### src/rtl/vote_session_ctrl.sv
// rtl/vote_session_ctrl.sv - five-voter ballot session controller feeding a 3-of-5 majority result
//
// Opens a session on start, accepts one vote per voter (first vote wins),
// then evaluates the frozen ballot for one cycle and presents a registered
// yes-count and majority result.
//
// Optional feature: define VOTE_TIMEOUT_EN to force the session closed after
// TIMEOUT collect cycles. Voters who have not voted by then count as no.
//
// Ports:
//   clk        system clock, rising edge
//   rst_n      asynchronous active-low reset
//   start      opens a session (sampled in IDLE and RESULT)
//   vote_valid per-voter vote strobe
//   vote_val   per-voter vote value (1 = yes)
//   ballot     latched vote values
//   voted      per-voter accepted flags
//   busy       high in COLLECT and EVAL
//   done       one-cycle pulse when result/yes_count update
//   result     yes_count >= 3
//   yes_count  number of yes votes, 0..5
//   timed_out  last session closed by timeout
module vote_session_ctrl #(
    parameter int TIMEOUT   = 1000,
    parameter int TIMEOUT_W = 16
) (
    input  logic       clk,
    input  logic       rst_n,
    input  logic       start,
    input  logic [4:0] vote_valid,
    input  logic [4:0] vote_val,
    output logic [4:0] ballot,
    output logic [4:0] voted,
    output logic       busy,
    output logic       done,
    output logic       result,
    output logic [2:0] yes_count,
    output logic       timed_out
);

    typedef enum logic [1:0] {
        IDLE    = 2'd0,
        COLLECT = 2'd1,
        EVAL    = 2'd2,
        RESULT  = 2'd3
    } state_t;

    state_t     state, state_next;
    logic [4:0] accept;
    logic [4:0] ballot_next;
    logic [4:0] voted_next;
    logic [2:0] pop;
    logic       clear;
    logic       expire;
    logic       tmo_hit;

    // Ballot popcount; five 1-bit terms cannot overflow 3 bits.
    assign pop = 3'(ballot[0]) + 3'(ballot[1]) + 3'(ballot[2])
               + 3'(ballot[3]) + 3'(ballot[4]);

    assign busy = (state == COLLECT) || (state == EVAL);

    always_comb begin
        state_next  = state;
        ballot_next = ballot;
        voted_next  = voted;
        accept      = vote_valid & ~voted;
        clear       = 1'b0;
        expire      = 1'b0;
        case (state)
            IDLE: begin
                if (start) begin
                    state_next = COLLECT;
                    clear      = 1'b1;
                end
            end
            COLLECT: begin
                voted_next  = voted | accept;
                ballot_next = (ballot & ~accept) | (vote_val & accept);
                // Completion is judged on the post-acceptance flags so the
                // final vote and the close happen on the same edge.
                if (&voted_next) begin
                    state_next = EVAL;
                end else if (tmo_hit) begin
                    state_next = EVAL;
                    expire     = 1'b1;
                end
            end
            EVAL: begin
                state_next = RESULT;
            end
            RESULT: begin
                if (start) begin
                    state_next = COLLECT;
                    clear      = 1'b1;
                end
            end
            default: begin
                state_next = IDLE;
            end
        endcase
        if (clear) begin
            ballot_next = 5'd0;
            voted_next  = 5'd0;
        end
    end

    always_ff @(posedge clk or negedge rst_n) begin
        if (!rst_n) begin
            state     <= IDLE;
            ballot    <= 5'd0;
            voted     <= 5'd0;
            done      <= 1'b0;
            result    <= 1'b0;
            yes_count <= 3'd0;
        end else begin
            state  <= state_next;
            ballot <= ballot_next;
            voted  <= voted_next;
            done   <= (state == EVAL);
            if (state == EVAL) begin
                yes_count <= pop;
                result    <= (pop >= 3'd3);
            end
        end
    end

`ifdef VOTE_TIMEOUT_EN
    logic [TIMEOUT_W-1:0] tmo_cnt;
    logic                 timed_out_r;

    // Counter holds the number of completed COLLECT cycles, so the edge that
    // ends the TIMEOUT-th cycle sees TIMEOUT-1.
    assign tmo_hit   = (tmo_cnt == TIMEOUT_W'(TIMEOUT - 1));
    assign timed_out = timed_out_r;

    always_ff @(posedge clk or negedge rst_n) begin
        if (!rst_n) begin
            tmo_cnt     <= '0;
            timed_out_r <= 1'b0;
        end else if (clear) begin
            tmo_cnt     <= '0;
            timed_out_r <= 1'b0;
        end else if (state == COLLECT) begin
            tmo_cnt <= tmo_cnt + 1'b1;
            if (expire) begin
                timed_out_r <= 1'b1;
            end
        end
    end
`else
    logic unused_tmo;

    assign tmo_hit    = 1'b0;
    assign timed_out  = 1'b0;
    assign unused_tmo = ^{32'(TIMEOUT), 32'(TIMEOUT_W), expire, clear};
`endif

endmodule
### config.mk
export PLATFORM = sky130hd
export DESIGN_NAME = vote_session_ctrl
export DESIGN_NICKNAME = d
export VERILOG_FILES = /design/src/rtl/vote_session_ctrl.sv
export SDC_FILE = /design/constraint.sdc
export NUM_CORES = 1
export LEC_CHECK = 0
export CAP_MARGIN = 20
export CORE_MARGIN = 10
export CORE_UTILIZATION = 43
export DETAILED_ROUTE_END_ITERATION = 10
export GPL_TIMING_DRIVEN = 0
export MAX_ROUTING_LAYER = met4
export PLACE_DENSITY = 0.81
export SKIP_CTS_REPAIR_TIMING = 1
export SYNTH_ARGS = -nofsm -noshare
export SYNTH_HDL_FRONTEND = slang
export SYNTH_SLANG_ARGS = --single-unit
### constraint.sdc
create_clock -name clk -period 2.2 [get_ports clk]
set_clock_uncertainty 0.05 [all_clocks]
set_input_delay 0.44 -clock clk [delete_from_list [all_inputs] [get_ports clk]]
set_output_delay 0.44 -clock clk [all_outputs]
set_load 0.05 [all_outputs]
==> run_results.csv <==
group,metric,value,unit
final_layout,n_fill_cell,154,
grt,grt_pass1_vias,659,
die,die_area,0.00411,mm^2
final_layout,diodes,0,
place,port_buffers,28,
drt,wl_per_cell,13.4,um
sta,setup-tns-final,0,ns
logic_synthesis,netlist_top_cells_area,"dfrtp_1, nor2_1, mux2i_1",
logic_synthesis,synth_ff_type,"dfrtp_1",
sta,fin_crit_sh,0.946,
outcome,status,"finished, final reports clean",
final_layout,fin_cells,140,
sta,finalSetupViolCount,0,
logic_synthesis,synth_seq_area_share,0.508,
logic_synthesis,synth_commonest_cells,"dfrtp_1, nor2_1, inv_1, a21oi_1, mux2i_1",
place,dp_cells,136,
grt,grt_max_degree,18,
die,pin_count,30,
logic_synthesis,synth_edf_count,0,
setup_path,required,1.71,ns
drt,dr.first_iter.drc_count,7,
final_layout,drive_gt1_frac,0.104,
grt,antenna_found_initial,0,
logic_synthesis,yosys.area.top_type,"dfrtp_1",
drt,wl,1870,um
sta,max_freq,481,MHz
drt,antenna_left,0,
clocking,cts_buffers,3,
flow_run,cap_violations,0,
die,initial_core_util,0.469,
setup_path,end_kind,"output port",
clocking,clk_pin_slew,0.10,ns
grt,grt-ovfl-total,0,
final_layout,syn2layout_area_growth,41.1,%
logic_synthesis,synth-seq-cells,17,
final_layout,nets,135,
clocking,cts.sinks,17,
grt,grt_pass1_wl,3000,um
setup_path,crit_slowest_cell,"dlymetal6s2s_1",
logic_synthesis,syn-mean-instance-area,10.1,um^2
place,dp_hpwl,1470,um
final_layout,fin_util,0.662,
setup_path,cp_common_cell,"inv_1",
drt,dr.pass1.iters,4,
logic_synthesis,yosys_warnings,0,
logic_synthesis,synth_top_area_frac,0.508,
clocking,cts-root-buf,"clkbuf_4",
sta,worst_pin_slew,0.745,ns
die,num_rows,15,
die,fp.dieH,64.1,um
drt,routed_via_density,4.72,
die,die_x,64.1,um
logic_synthesis,synthCells,83,
grt,track_usage,0.0948,
sta,maxSlewViolCount,0,
logic_synthesis,synth_cell_types,18,
clocking,ctsHtreeMaxLevel,1,
setup_path,path_buf_inv,3,
clocking,clock_latency,0.29,ns
drt,via_count,661,
setup_path,cpPeakStageDelay,0.43,ns
clocking,clockBufferDepth,2,
place,place_congestion,0.754,
worst_hold_path,worst_hold_path_type,"reg2reg",
setup_path,worstSetupStartpointType,"register",
die,core,0.00178,mm^2
sta,fin_crit,2.08,ns
sta,rsz0062_at_grt,"false",
setup_path,cp_data_arrival_time,1.59,ns
sta,relSlewSlack,0.502,
logic_synthesis,netlist_area,837,um^2
setup_path,crit_family,"buffers and inverters",
sta,hold_viol_final,0,
setup_path,crit_chain,"inv_1 -> ha_1 -> inv_1 -> dlymetal6s2s_1",
drt,drt_drc_violations_left,0,
logic_synthesis,syn_nets,102,
setup_path,path_max_fanout,3,
setup_path,crit_type,"reg2out",
clocking,tritoncts,"built",
logic_synthesis,async_flop_share,1.00,
cells in the final DEF, fill, tap and decap left out:
cell / Yosys / layout
o21ai_1: 1 / 1
dlymetal6s2s_1: 0 / 1
ha_1: 4 / 4
dfrtp_1: 17 / 14
mux2i_1: 6 / 6
nand2_1: 5 / 5
clkbuf_1: 1 / 2
buf_4: 1 / 1
dfrtp_2: 0 / 3
buf_2: 1 / 1
nor2_1: 17 / 17
and2_1: 1 / 1
mux2_2: 3 / 3
clkbuf_4: 0 / 3
a21oi_1: 8 / 8
a21o_1: 1 / 1
o22ai_1: 2 / 2
inv_1: 11 / 11
o31ai_2: 1 / 1
fa_1: 2 / 2
clkdlybuf4s50_1: 0 / 27
conb_1: 1 / 1
worst paths after layout:
| path | from | to | slack, ns | cells past startpoint |
|---|---|---|---|---|
| min reg2reg | yes_count[2]$_DFFE_PN0P_ | yes_count[2]$_DFFE_PN0P_ | 0.46 | 1 |
| max | state[0]$_DFFE_PN0P_ | busy | 0.12 | 4 |
| min in group asynchronous | rst_n | voted[2]$_DFFE_PN0P_ | 0.53 | 1 |
| max in group asynchronous | rst_n | ballot[1]$_DFFE_PN0P_ | 1.05 | 1 |
| min | yes_count[2]$_DFFE_PN0P_ | yes_count[2]$_DFFE_PN0P_ | 0.46 | 1 |
| max reg2reg | ballot[0]$_DFFE_PN0P_ | yes_count[1]$_DFFE_PN0P_ | 0.18 | 6 |
layer usage:
metal  up-vias  part of all wire  GRT usage
met5         -                 0          -
met4         0             0.013     0.0481
met2        20              0.49      0.142
li1        325                 -          -
met3         4             0.053     0.0244
met1       312              0.44      0.115
registers in the layout (all words and copies together), names as in the netlist:
register	flops
ballot	5
done	1
result	1
state	2
voted	5
yes_count	3
worst register-to-register path: stages (launching register included):
cell and delay (ns):
dfrtp_2 0.38, inv_1 0.06, fa_1 0.48, fa_1 0.36
inv_1 0.06, ha_1 0.23, mux2_2 0.27
layout make-up:
class / count / area (um^2) / share of cell area
Buffer: 3 / 16.3 / 0.0138
Clock buffer: 4 / 26.3 / 0.0222
Timing Repair Buffer: 28 / 283 / 0.239
Tap cell: 25 / 31.3 / 0.0265
Sequential cell: 17 / 429 / 0.363
Inverter: 11 / 41.3 / 0.0350
Multi-Input combinational cell: 52 / 354 / 0.300
cell families after synthesis:
logic type	Yosys count	synth area share
buf+inv	14	0.0688
other cells	1	0.00448
mux	9	0.112
fa+ha+maj	6	0.108
simple gates	23	0.106
flops	17	0.508
compound gates	13	0.0927
stage by stage:
step | hold WS (ns) | setup WS [ns] | cell area [um^2]
2_1_floorplan | 0.0944 | 0.0447 | 841
3_5_place_dp | 0.445 | 0.0662 | 1150
6_report | 0.463 | 0.119 | 1180
3_3_place_gp | 0.441 | 0.103 | 1150
5_1_grt | 0.494 | 0.0240 | 1180
4_1_cts | 0.467 | -0.275 | 1180
Power is left out: the tool's default activity adds up to more than one toggle a clock period on the data nets, which glitch-free logic cannot reach.
